==> config.mk <==
export PLATFORM = sky130hd
export DESIGN_NAME = mux2_rr_arbiter
export DESIGN_NICKNAME = d
export VERILOG_FILES = /design/src/rtl/mux2_rr_arbiter.sv
export SDC_FILE = /design/constraint.sdc
export NUM_CORES = 1
export LEC_CHECK = 0
export ABC_CLOCK_PERIOD_IN_PS = 2950
export CORE_MARGIN = 2
export CORE_UTILIZATION = 36
export CTS_CLUSTER_DIAMETER = 150
export DETAILED_ROUTE_END_ITERATION = 10
export GPL_TIMING_DRIVEN = 0
export PLACE_DENSITY = 0.76
export SLEW_MARGIN = 40
export SYNTH_ARGS = -nofsm -noshare
export SYNTH_HDL_FRONTEND = slang
export SYNTH_SLANG_ARGS = --single-unit
==> constraint.sdc <==
create_clock -name Clk -period 2.95 [get_ports Clk]
set_clock_uncertainty 0.15 [all_clocks]
set_input_delay 0.59 -clock Clk [delete_from_list [all_inputs] [get_ports Clk]]
set_output_delay 0.59 -clock Clk [all_outputs]
set_load 0.005 [all_outputs]
==> src/rtl/mux2_rr_arbiter.sv <==
// mux2_rr_arbiter: round-robin, burst-limited owner selection for a
// 2:1 data mux, feeding a single-entry registered valid/ready output stage.
module mux2_rr_arbiter #(
    parameter int WIDTH     = 32,
    parameter int MAX_BURST = 4
) (
    input  logic             Clk,
    input  logic             Reset,
    input  logic             Req0,
    input  logic [WIDTH-1:0] Input0,
    input  logic             Req1,
    input  logic [WIDTH-1:0] Input1,
    output logic             Gnt0,
    output logic             Gnt1,
    output logic             Sel,
    output logic             Out_Valid,
    input  logic             Out_Ready,
    output logic [WIDTH-1:0] Output_Mux
);

    typedef enum logic [1:0] {
        IDLE = 2'd0,
        OWN0 = 2'd1,
        OWN1 = 2'd2
    } state_t;

    localparam logic [4:0] LP_MAX = 5'(MAX_BURST);

    state_t           r_state;
    state_t           w_state_nxt;
    logic             r_last;
    logic             w_last_nxt;
    logic [3:0]       r_cnt;
    logic [3:0]       w_cnt_nxt;
    logic             r_valid;
    logic [WIDTH-1:0] r_data;

    logic             w_slot_free;
    logic             w_xfer0;
    logic             w_xfer1;
    logic             w_xfer_own;
    logic             w_req_own;
    logic             w_req_oth;
    logic [4:0]       w_cnt_p;
    logic             w_hit;
    logic [WIDTH-1:0] w_mux;

    assign w_slot_free = !r_valid | Out_Ready;
    assign Gnt0        = (r_state == OWN0) & w_slot_free;
    assign Gnt1        = (r_state == OWN1) & w_slot_free;
    assign Sel         = (r_state == OWN1);
    assign w_xfer0     = Gnt0 & Req0;
    assign w_xfer1     = Gnt1 & Req1;
    assign w_xfer_own  = w_xfer0 | w_xfer1;
    assign w_req_own   = Sel ? Req1 : Req0;
    assign w_req_oth   = Sel ? Req0 : Req1;
    assign w_cnt_p     = {1'b0, r_cnt} + {4'd0, w_xfer_own};
    assign w_hit       = (w_cnt_p == LP_MAX);
    assign w_mux       = Sel ? Input1 : Input0;
    assign Out_Valid   = r_valid;
    assign Output_Mux  = r_data;

    // Ownership state, round-robin pointer and burst counter registers
    always_ff @(posedge Clk or posedge Reset) begin
        if (Reset) begin
            r_state <= IDLE;
            r_last  <= 1'b1;
            r_cnt   <= 4'd0;
        end else begin
            r_state <= w_state_nxt;
            r_last  <= w_last_nxt;
            r_cnt   <= w_cnt_nxt;
        end
    end

    // Next owner: tie in IDLE goes to the side not served last; an owner
    // yields when it stops asking or when its burst is used up under contention
    always_comb begin
        w_state_nxt = r_state;
        w_last_nxt  = r_last;
        w_cnt_nxt   = r_cnt;
        unique case (r_state)
            IDLE: begin
                if (Req0 & Req1)
                    w_state_nxt = r_last ? OWN0 : OWN1;
                else if (Req0)
                    w_state_nxt = OWN0;
                else if (Req1)
                    w_state_nxt = OWN1;
            end
            OWN0, OWN1: begin
                if (!w_req_own | (w_req_oth & w_hit)) begin
                    if (w_req_oth)
                        w_state_nxt = Sel ? OWN0 : OWN1;
                    else
                        w_state_nxt = IDLE;
                    w_last_nxt = Sel;
                    w_cnt_nxt  = 4'd0;
                end else if (w_hit) begin
                    w_cnt_nxt = 4'd0;
                end else begin
                    w_cnt_nxt = w_cnt_p[3:0];
                end
            end
            default: w_state_nxt = IDLE;
        endcase
    end

    // Single-entry output stage: load on transfer, empty on consume
    always_ff @(posedge Clk or posedge Reset) begin
        if (Reset) begin
            r_valid <= 1'b0;
            r_data  <= '0;
        end else if (w_xfer_own) begin
            r_valid <= 1'b1;
            r_data  <= w_mux;
        end else if (r_valid & Out_Ready) begin
            r_valid <= 1'b0;
        end
    end

endmodule

==> results of run 1 <==
==> area by class of cell <==
type,instances,area (µm²)
Clock inverter,2,35.0
Inverter,9,36.3
Tap cell,72,90.1
Fill cell,484,2140
Sequential cell,40,1000
Multi-Input combinational cell,145,1050
Clock buffer,6,72.6
Timing Repair Buffer,107,1060
Buffer,11,77.6
==> sequential cells by signal, indices dropped and copies added (netlist names) <==
register and cells:
Out_Valid 1, Output_Mux 32, r_cnt 4, r_last 1, r_state 2
==> logic make-up (layout without fill, tap and decap cells) <==
| group | count (synthesis) | after routing | share of synthesized area |
|---|---|---|---|
| flip-flops | 40 | 40 | 0.475 |
| multiplexers | 36 | 36 | 0.174 |
| AND/OR/NAND/NOR | 53 | 53 | 0.122 |
| adder cells (fa/ha/maj) | 6 | 6 | 0.0355 |
| AO/OA/AOI/OAI | 50 | 50 | 0.142 |
| buffers and inverters | 21 | 135 | 0.0521 |
==> power groups by stage <==
stage	clock network (mW)	registers, mW	logic (mW)
6_report	0.442	0.955	1.77
5_1_grt	0.476	0.994	1.94
4_1_cts	0.456	0.956	1.77
3_5_place_dp	0	0.959	1.70
3_3_place_gp	0	0.947	1.67
2_1_floorplan	0	0.968	0.902
==> per-layer routing <==
metal	vias to the layer above	routed length, µm	global-route usage	part of all wire
li1	939	-	-	-
met1	897	2200	0.200	0.41
met2	55	2750	0.295	0.51
met3	7	350	0.0551	0.065
met4	0	52	0.0458	0.0097
met5	-	0	0	0
==> tightest hold or removal path: cells and delay by family, from the launching register on <==
family / cells / cell delay [ns]
compound gates: 1 / 0.10
flops: 1 / 0.35
simple gates: 1 / 0.05
==> metrics by stage <==
step,area (µm²),utilization,setup WS (ns),TNS (ns)
floorplan,2130,-,0.0347,0
global placement,3250,0.584,-0.864,-2.74
detailed placement,3260,0.584,-0.884,-2.90
CTS,3420,0.613,0.109,0
global route,3430,0.615,0.0329,0
finish,3430,0.615,0.156,0
==> timing repair <==
action | in CTS | in global routing
gates resized for setup | 10 | 1
gates cloned | 0 | 0
setup buffers | 3 | 1
setup endpoints to repair | 4 | 2
pin swaps | 1 | 0
hold endpoints to repair | 0 | 0
==> how the worst min path moves through the flow <==
stage	start	end	slack, ns	cells past startpoint
after floorplan	r_cnt[0]	r_cnt[0]	0.32	1
after global placement	r_cnt[0]	r_cnt[0]	0.33	1
after detailed placement	r_cnt[0]	r_cnt[0]	0.34	1
after CTS	Output_Mux[14]	Output_Mux[14]	0.38	2
after global routing	Output_Mux[6]	Output_Mux[6]	0.41	2
final	Output_Mux[14]	Output_Mux[14]	0.38	2
==> cells in the mapped netlist <==
library cell  number
nand2_4            1
a21oi_1           37
a221oi_2           1
inv_1              8
a211oi_2           1
nor2_1            34
mux2i_1           33
a22oi_1            1
nand3_1            1
o21ai_1            2
o311ai_1           1
or3b_1             1
nor3_1             1
clkbuf_1           1
inv_2              1
dfrtp_1           39
mux2_1             2
mux2_4             1
a32oi_1            1
o2bb2ai_1          3
and2_1             2
nor2b_1            1
buf_6              2
nor4_4             1
dfstp_2            1
nand2b_1           5
buf_2              7
ha_1               6
nand3_2            1
nand2_1            5
buf_4              2
o31ai_1            2
a21bo_2            1
==> metrics.json, run 1 <==
{
  "cp_data_required_time": {"value": 2.98, "unit": "ns"},
  "synth_top_area_share": {"value": 0.462},
  "post_route_cells_drive_above_1_share": {"value": 0.122},
  "powerDensity": {"value": 922, "unit": "mW/mm²"},
  "path_delay_family": {"value": "compound AO/OA/AOI/OAI gates"},
  "n_antenna_cell": {"value": 0},
  "floorplan.io_pins": {"value": 105},
  "timing.hold.worst.class": {"value": "reg -> reg"},
  "cts_tree": {"value": "yes"},
  "detail_route.wirelength": {"value": 5350, "unit": "µm"},
  "crit_path_capture": {"value": "r_state[1]"},
  "status": {"value": "finished clean"},
  "period_needed": {"value": 2.79, "unit": "ns"},
  "report.power.total": {"value": 3.16, "unit": "mW"},
  "gp_weighted_congestion": {"value": 0.808},
  "rrSetupSlack": {"value": 0.18, "unit": "ns"},
  "cts_hold_buffers": {"value": 0},
  "core_area": {"value": 0.00557, "unit": "mm²"},
  "critPathMostFrequentCell": {"value": "ha_4"},
  "globalRouteTotalUtil": {"value": 0.170},
  "power.share.switching": {"value": 0.354},
  "final_cell_mix": {"value": "clkdlybuf4s50_1 (102), dfrtp_1 (39), a21oi_1 (36)"},
  "worst_path_max_delay_cell": {"value": "mux2_1"},
  "netlist_instances": {"value": 206},
  "max_slew_violation_count": {"value": 0},
  "post_synth_num_cell_types": {"value": 33},
  "buf_inv_on_cp": {"value": 2},
  "dieWidth": {"value": 80.6, "unit": "µm"},
  "yosysWarnings": {"value": 0},
  "max_slew.worst_pin.slew": {"value": 0.496, "unit": "ns"},
  "clock_sinks": {"value": 40},
  "placed_cells": {"value": 381},
  "hold_slack": {"value": 0.379, "unit": "ns"},
  "cts_made_buffers": {"value": 5},
  "setup_violations": {"value": 0},
  "seq_power_share": {"value": 0.302},
  "synth_largest_area_cell": {"value": "dfrtp_1"},
  "mappedNetlistNets": {"value": 281},
  "synth_sequential_area_ratio": {"value": 0.475},
  "clock_power_share": {"value": 0.140},
  "critical-path-max-stage-delay": {"value": 0.36, "unit": "ns"},
  "crit_cells": {"value": 10},
  "initial_core_util": {"value": 0.379},
  "grt_first_pass_wirelength": {"value": 8550, "unit": "µm"},
  "critPathArrivalTime": {"value": 2.83, "unit": "ns"},
  "critical_path_end_type": {"value": "flop"},
  "power.ir.vdd_worst": {"value": 455, "unit": "µV"},
  "worstSetupStartpointType": {"value": "input port"},
  "cap_viol_max_count": {"value": 0},
  "timing.final.crit_share": {"value": 0.947},
  "row_count": {"value": 27},
  "finish.net_count": {"value": 394},
  "routed_via_density": {"value": 4.84},
  "drc": {"value": 0},
  "source_to_sink_clock_delay_at_the_later_pin_of_the_worst_skew_pair": {"value": 0.29, "unit": "ns"},
  "hpwl": {"value": 3990, "unit": "µm"},
  "mean_instance_size_in_the_synthesized_netlist": {"value": 10.3, "unit": "µm²"},
  "cts-htree-levels": {"value": 2},
  "initial_antenna_violation_count": {"value": 0},
  "area.growth.synth_to_final": {"value": 62.4, "unit": "%"},
  "final_common_cell": {"value": "clkdlybuf4s50_1"},
  "crit_start": {"value": "Req1"},
  "root_buffer": {"value": "clkbuf_8"},
  "grt_pass1_vias": {"value": 1877},
  "flops_latches_synth": {"value": 40},
  "die_area": {"value": 0.00650, "unit": "mm²"},
  "worst-setup-path-type": {"value": "in -> reg"},
  "leakage": {"value": 1.40, "unit": "nW"},
  "report.final.hold_viol_count": {"value": 0},
  "clk_pin_slew_worst_paths": {"value": 0.08, "unit": "ns"},
  "placement.io_buffers": {"value": 103},
  "reg2reg_to": {"value": "r_state[1]"},
  "wl_per_cell": {"value": 13.6, "unit": "µm"},
  "grt_start_max_net_pins": {"value": 41},
  "layout.cells.non_filler": {"value": 392},
  "cts_buffer_depth": {"value": 2},
  "dr.pass1.iters": {"value": 4},
  "rsz_0062_raised_after_global_routing": {"value": "false"},
  "r2r_start": {"value": "r_state[1]"},
  "worstPathCellList": {"value": "clkdlybuf4s15_1 -> a22oi_2 -> a21oi_2 -> buf_6 -> ha_4 -> ha_4 -> nor4_4 -> a211oi_2 -> a221oi_2 -> mux2_1"},
  "grt_total_ovfl": {"value": 0},
  "first_iter_violations": {"value": 58},
  "die_h": {"value": 80.6, "unit": "µm"},
  "mappedNetlistArea": {"value": 0.00211, "unit": "mm²"},
  "netlist_top_cells_area": {"value": "dfrtp_1 (46%), mux2i_1 (16%), a21oi_1 (8.8%), nor2_1 (6.0%), ha_1 (3.6%)"},
  "timing.slew.headroom": {"value": 0.669},
  "achievable-frequency": {"value": 358, "unit": "MHz"},
  "power.switching": {"value": 1.12, "unit": "mW"},
  "r2r_cells": {"value": 11},
  "drt.antenna.violating_nets": {"value": 0},
  "internal_power": {"value": 2.04, "unit": "mW"},
  "combinationalPowerShare": {"value": 0.558},
  "num_vias": {"value": 1898},
  "crit_path_max_fanout": {"value": 8}
}
(Power assumes the default switching activity.)
==> run 2: changes to the inputs <==
--- a/config.mk
+++ b/config.mk
@@ -12,7 +12,7 @@
 export DETAILED_ROUTE_END_ITERATION = 10
 export GPL_TIMING_DRIVEN = 0
 export PLACE_DENSITY = 0.76
-export SLEW_MARGIN = 40
+export SLEW_MARGIN = 20
 export SYNTH_ARGS = -nofsm -noshare
 export SYNTH_HDL_FRONTEND = slang
 export SYNTH_SLANG_ARGS = --single-unit
==> run 2 against run 1 <==
Final cell count is 0.26% lower; combinational power hardly changed; die area stayed put; highest routed layer unchanged; count of clock-buffer cells in the layout stayed put; utilization is 0.38 points lower; register-to-register slack worse by 0.02 ns; first-iteration DRC count is 29% higher; worst setup slack worse by 0.0015 ns; power is 3.3% lower; non-clock buffer count stayed put; fmax hardly changed.
==> metrics.json, run 2 (synthesized netlist as in run 1, its figures left out) <==
{
  "timing.slew.headroom": {"value": 0.671},
  "max_slew.worst_pin.slew": {"value": 0.492, "unit": "ns"},
  "reg2reg_to": {"value": "r_state[1]"},
  "pre_cts_ws": {"value": -0.912, "unit": "ns"},
  "setup_violations": {"value": 0},
  "dieWidth": {"value": 80.6, "unit": "µm"},
  "hpwl": {"value": 4080, "unit": "µm"},
  "rsz_0062_raised_after_global_routing": {"value": "false"},
  "r2r_start": {"value": "r_state[1]"},
  "power.ir.vdd_worst": {"value": 418, "unit": "µV"},
  "critical_path_end_type": {"value": "flop"},
  "num-fill-cells": {"value": 495},
  "number_of_flip_flops_in_the_largest_register": {"value": 32},
  "crit_start": {"value": "Out_Ready"},
  "worst_hold_startpoint": {"value": "Output_Mux[14]"},
  "r2r_cells": {"value": 12},
  "buf_inv_on_cp": {"value": 3},
  "final_cell_mix": {"value": "clkdlybuf4s50_1 (102), dfrtp_1 (39), a21oi_1 (36)"},
  "layout.cells.non_filler": {"value": 391},
  "report.final.hold_viol_count": {"value": 0},
  "critPathMostFrequentCell": {"value": "ha_4"},
  "critical-path-max-stage-delay": {"value": 0.46, "unit": "ns"},
  "cts_buffer_depth": {"value": 2},
  "num_vias": {"value": 1883},
  "grt_start_max_net_pins": {"value": 22},
  "placed_area": {"value": 0.00328, "unit": "mm²"},
  "cap_viol_max_count": {"value": 0},
  "achievable-frequency": {"value": 358, "unit": "MHz"},
  "final_core_utilization": {"value": 0.611},
  "globalRouteTotalUtil": {"value": 0.173},
  "timing.hold.worst.class": {"value": "reg -> reg"},
  "worst_path_max_delay_cell": {"value": "clkdlybuf4s50_1"},
  "drt.antenna.violating_nets": {"value": 0},
  "core_area": {"value": 0.00557, "unit": "mm²"},
  "grt_total_ovfl": {"value": 0},
  "critPathArrivalTime": {"value": 2.81, "unit": "ns"},
  "placement.io_buffers": {"value": 103},
  "fin_area": {"value": 0.00341, "unit": "mm²"},
  "max_slew_violation_count": {"value": 0},
  "cts_hold_buffers": {"value": 0},
  "first_iter_violations": {"value": 75},
  "initial_core_util": {"value": 0.379},
  "die_area": {"value": 0.00650, "unit": "mm²"},
  "cts_tree": {"value": "yes"},
  "cts-htree-levels": {"value": 2},
  "row_count": {"value": 27},
  "grt_first_pass_wirelength": {"value": 8630, "unit": "µm"},
  "worstSetupStartpointType": {"value": "input port"},
  "n_antenna_cell": {"value": 0},
  "timing.setup.tns": {"value": 0, "unit": "ns"},
  "finish.net_count": {"value": 394},
  "rrSetupSlack": {"value": 0.16, "unit": "ns"},
  "path_delay_family": {"value": "buffers and inverters"},
  "source_to_sink_clock_delay_at_the_later_pin_of_the_worst_skew_pair": {"value": 0.29, "unit": "ns"},
  "worst-setup-path-type": {"value": "in -> reg"},
  "floorplan.io_pins": {"value": 105},
  "detail_route.wirelength": {"value": 5350, "unit": "µm"},
  "worstPathCellList": {"value": "clkdlybuf4s50_1 -> inv_1 -> a21oi_2 -> buf_6 -> ha_4 -> ha_4 -> nor4_4 -> a211oi_2 -> a221oi_2 -> mux2_1"},
  "routed_via_density": {"value": 4.82},
  "period_needed": {"value": 2.80, "unit": "ns"},
  "status": {"value": "finished clean"},
  "root_buffer": {"value": "clkbuf_8"},
  "area.growth.synth_to_final": {"value": 61.4, "unit": "%"},
  "grt_pass1_vias": {"value": 1815},
  "holdPathStages": {"value": 2},
  "dr.pass1.iters": {"value": 4},
  "wl_per_cell": {"value": 13.7, "unit": "µm"},
  "crit_path_max_fanout": {"value": 3},
  "whs_endpoint": {"value": "Output_Mux[14]"},
  "cp_data_required_time": {"value": 2.97, "unit": "ns"},
  "placed_cells": {"value": 382},
  "cts_made_buffers": {"value": 5},
  "clk_pin_slew_worst_paths": {"value": 0.08, "unit": "ns"},
  "leakage": {"value": 1.39, "unit": "nW"},
  "gp_weighted_congestion": {"value": 0.808},
  "final_common_cell": {"value": "clkdlybuf4s50_1"},
  "timing.final.crit_share": {"value": 0.948},
  "powerDensity": {"value": 897, "unit": "mW/mm²"},
  "clock_sinks": {"value": 40},
  "post_route_cells_drive_above_1_share": {"value": 0.119},
  "drc": {"value": 0},
  "initial_antenna_violation_count": {"value": 0},
  "die_h": {"value": 80.6, "unit": "µm"},
  "post-route-worst-setup-slack": {"value": 0.155, "unit": "ns"}
}
run 2: changes by cell type in the layout (fill, tap and decap cells not counted):
cell	delta
o21ai_1	+1
buf_4	-1
o21ai_2	-1
bufinv_16	-1
inv_2	+1
clkdlybuf4s15_1	-1
clkbuf_2	+1
inv_4	-1
buf_16	+1
run 2: timing repair:
| action | 4_1_cts | 5_1_grt |
|---|---|---|
| endpoints found under the setup margin | 4 | 2 |
| gates cloned | 0 | 0 |
| buffers inserted | 2 | 1 |
| gates resized for setup | 10 | 1 |
run 2: routing by layer:
metal / global-route usage / share of wire / vias to the layer above
li1: - / - / 941
met1: 0.211 / 0.42 / 881
met2: 0.293 / 0.50 / 54
met3: 0.0483 / 0.061 / 7
met4: 0.0559 / 0.012 / 0
met5: 0 / 0 / -
run 2: how the worst max path moves through the flow:
stage,to,slack [ns],cells after the start
after CTS,r_state[1],0.07,10
final,r_state[1],0.15,10
after detailed placement,r_state[1],-0.91,11
after global routing,r_state[1],0.02,12
after global placement,r_state[1],-0.86,11
after floorplan,r_state[1],0.03,12
run 2: worst register-to-register path, stage by stage, from the launching register on:
cell,delay (ns)
dfrtp_1,0.41
inv_1,0.08
ha_1,0.20
a22oi_2,0.20
a21oi_2,0.08
buf_6,0.13
ha_4,0.17
ha_4,0.15
nand2b_1,0.15
o21ai_1,0.21
a211oi_2,0.13
a221oi_2,0.26
mux2_1,0.36
run 2: stage by stage:
stage          power [mW]  hold slack (ns)
3_5_place_dp         2.66            0.345
3_3_place_gp         2.62            0.334
4_1_cts              3.09            0.383
5_1_grt              3.31            0.408
6_report             3.06            0.379
2_1_floorplan        1.87            0.316
run 2: power by group:
group | switching [mW] | internal, mW
clock | 0.186 | 0.161
sequential | 0.147 | 0.807
combinational | 0.776 | 0.980
run 2: area by class of cell:
cell class / instances / area, µm² / share of cell area
Multi-Input combinational cell: 145 / 1050 / 0.308
Sequential cell: 40 / 1000 / 0.294
Inverter: 9 / 33.8 / 0.00991
Clock inverter: 1 / 5.00 / 0.00147
Clock buffer: 6 / 72.6 / 0.0213
Tap cell: 72 / 90.1 / 0.0264
Buffer: 11 / 77.6 / 0.0228
Timing Repair Buffer: 107 / 1080 / 0.316
==> run 3: changes to the inputs <==
==> config.mk (replaced) <==
export PLATFORM = sky130hd
export DESIGN_NAME = mux2_rr_arbiter
export DESIGN_NICKNAME = d
export VERILOG_FILES = /design/src/rtl/mux2_rr_arbiter.sv
export SDC_FILE = /design/constraint.sdc
export NUM_CORES = 1
export LEC_CHECK = 0
export ABC_CLOCK_PERIOD_IN_PS = 3400
export CORE_ASPECT_RATIO = 0.75
export CORE_MARGIN = 2
export CORE_UTILIZATION = 43
export CTS_CLUSTER_DIAMETER = 150
export DETAILED_ROUTE_END_ITERATION = 10
export GPL_TIMING_DRIVEN = 1
export PLACE_DENSITY = 0.85
export SLEW_MARGIN = 20
export SYNTH_ARGS = -nofsm -noshare
export SYNTH_HDL_FRONTEND = slang
export SYNTH_SLANG_ARGS = --single-unit
==> constraint.sdc (replaced) <==
create_clock -name Clk -period 3.4 [get_ports Clk]
set_clock_uncertainty 0.15 [all_clocks]
set_input_delay 0.68 -clock Clk [delete_from_list [all_inputs] [get_ports Clk]]
set_output_delay 0.68 -clock Clk [all_outputs]
set_load 0.005 [all_outputs]
==> run 3 against run 2 <==
Non-clock buffer count down 6; critical path type unchanged; critical path depth down 1; clock power up 8.4%; design area down 2.2%; power down 14%; final cell count down 4.3%.
==> metrics.json, run 3 (synthesized netlist as in run 1, its figures left out) <==
{
  "r2r_start": {"value": "r_state[0]"},
  "postCtsResizedCells": {"value": 0},
  "max_slew_violation_count": {"value": 0},
  "placement.io_buffers": {"value": 104},
  "cts_setup_buffers": {"value": 0},
  "routed_via_density": {"value": 5.01},
  "placed_cells": {"value": 366},
  "num_vias": {"value": 1873},
  "first_iter_violations": {"value": 50},
  "floorplan.io_pins": {"value": 105},
  "source_to_sink_clock_delay_at_the_later_pin_of_the_worst_skew_pair": {"value": 0.28, "unit": "ns"},
  "globalRouteTotalUtil": {"value": 0.200},
  "die_h": {"value": 64.7, "unit": "µm"},
  "initial_core_util": {"value": 0.438},
  "clk_pin_slew_worst_paths": {"value": 0.07, "unit": "ns"},
  "achievable-frequency": {"value": 316, "unit": "MHz"},
  "core_area": {"value": 0.00482, "unit": "mm²"},
  "grt_start_max_net_pins": {"value": 65},
  "timing.setup.tns": {"value": 0, "unit": "ns"},
  "cap_viol_max_count": {"value": 0},
  "gp_weighted_congestion": {"value": 0.804},
  "area.growth.synth_to_final": {"value": 57.8, "unit": "%"},
  "status": {"value": "finished clean"},
  "critical_path_end_type": {"value": "flop"},
  "leakage": {"value": 1.37, "unit": "nW"},
  "finish.net_count": {"value": 388},
  "detail_route.wirelength": {"value": 5320, "unit": "µm"},
  "cts_hold_buffers": {"value": 0},
  "row_count": {"value": 22},
  "fin_area": {"value": 0.00333, "unit": "mm²"},
  "report.final.hold_viol_count": {"value": 0},
  "powerDensity": {"value": 789, "unit": "mW/mm²"},
  "clock_sinks": {"value": 40},
  "crit_start": {"value": "Req1"},
  "final_cell_mix": {"value": "clkdlybuf4s50_1 (104), dfrtp_1 (39), a21oi_1 (36)"},
  "layout.cells.non_filler": {"value": 374},
  "cts_buffer_depth": {"value": 2},
  "power.ir.vdd_worst": {"value": 575, "unit": "µV"},
  "grt_total_ovfl": {"value": 0},
  "cp_data_required_time": {"value": 3.41, "unit": "ns"},
  "worst_hold_startpoint": {"value": "r_cnt[0]"},
  "setup_violations": {"value": 0},
  "period_needed": {"value": 3.16, "unit": "ns"},
  "dr.pass1.iters": {"value": 4},
  "max_slew.worst_pin.slew": {"value": 0.603, "unit": "ns"},
  "grt_pass1_vias": {"value": 1832},
  "placed_area": {"value": 0.00323, "unit": "mm²"},
  "cts_made_buffers": {"value": 5},
  "cts-htree-levels": {"value": 2},
  "timing.slew.headroom": {"value": 0.598},
  "timing.final.crit_share": {"value": 0.931},
  "final_common_cell": {"value": "clkdlybuf4s50_1"},
  "initial_antenna_violation_count": {"value": 0},
  "drt.antenna.violating_nets": {"value": 0},
  "worst-setup-path-type": {"value": "in -> reg"},
  "drc": {"value": 0},
  "grt_first_pass_wirelength": {"value": 8760, "unit": "µm"},
  "dieWidth": {"value": 84.9, "unit": "µm"},
  "num-fill-cells": {"value": 389},
  "crit_path_max_fanout": {"value": 3},
  "n_antenna_cell": {"value": 0},
  "cts_tree": {"value": "yes"},
  "rsz_0062_raised_after_global_routing": {"value": "false"},
  "report.power.total": {"value": 2.63, "unit": "mW"},
  "timing.hold.worst.class": {"value": "reg -> reg"},
  "post_route_cells_drive_above_1_share": {"value": 0.0828},
  "final_core_utilization": {"value": 0.692},
  "root_buffer": {"value": "clkbuf_8"},
  "worstSetupStartpointType": {"value": "input port"},
  "die_area": {"value": 0.00549, "unit": "mm²"},
  "number_of_flip_flops_in_the_largest_register": {"value": 32},
  "critPathArrivalTime": {"value": 3.18, "unit": "ns"},
  "hpwl": {"value": 3870, "unit": "µm"},
  "wl_per_cell": {"value": 14.2, "unit": "µm"}
}
==> run 3: through the flow <==
| step | worst slack [ns] | hold WS [ns] |
|---|---|---|
| detailed placement | 0.0687 | 0.343 |
| global route | 0.0787 | 0.375 |
| CTS | 0.251 | 0.360 |
| finish | 0.236 | 0.362 |
| global placement | 0.130 | 0.335 |
| floorplan | 0.297 | 0.311 |
==> run 3: where the power goes <==
group          total (mW)  internal (mW)  switching (mW)
logic                1.43          0.777           0.651
registers           0.827          0.701           0.126
clock network       0.375          0.218           0.157
total                2.63           1.70           0.934
==> run 3: final cells by class <==
cell class              instances  area (µm²)  share of cell area
clock buffers                   6        72.6              0.0218
inverters                       9        33.8              0.0101
clock inverters                 2        35.0              0.0105
flip-flops and latches         40        1000               0.301
well taps                      60        75.1              0.0225
multi-input cells             145        1010               0.304
repair buffers                112        1100               0.330
==> run 3: worst paths after layout <==
kind                                  end  slack (ns)  cells past startpoint
max                            r_state[1]        0.24                      9
max reg2reg                    r_state[1]        0.40                     10
min in group asynchronous  Output_Mux[24]        0.53                      2
min                              r_cnt[0]        0.36                      1
min reg2reg                      r_cnt[0]        0.36                      1
max in group asynchronous        r_cnt[0]        1.99                      3
==> run 3: metal layers <==
metal  vias up  part of all wire  GRT usage
met5         -                 0          0
met4         0            0.0081     0.0357
met3         6             0.097     0.0688
met2        75              0.49      0.360
met1       861              0.41      0.234
li1        931                 -          -
==> run 3: critical path: stages <==
cell and delay [ns]:
clkdlybuf4s50_1 0.42, a22oi_1 0.37, a21oi_4 0.06, ha_1 0.22
ha_1 0.35, nor3_1 0.34, a211oi_2 0.15, a221oi_2 0.23
mux2_1 0.35
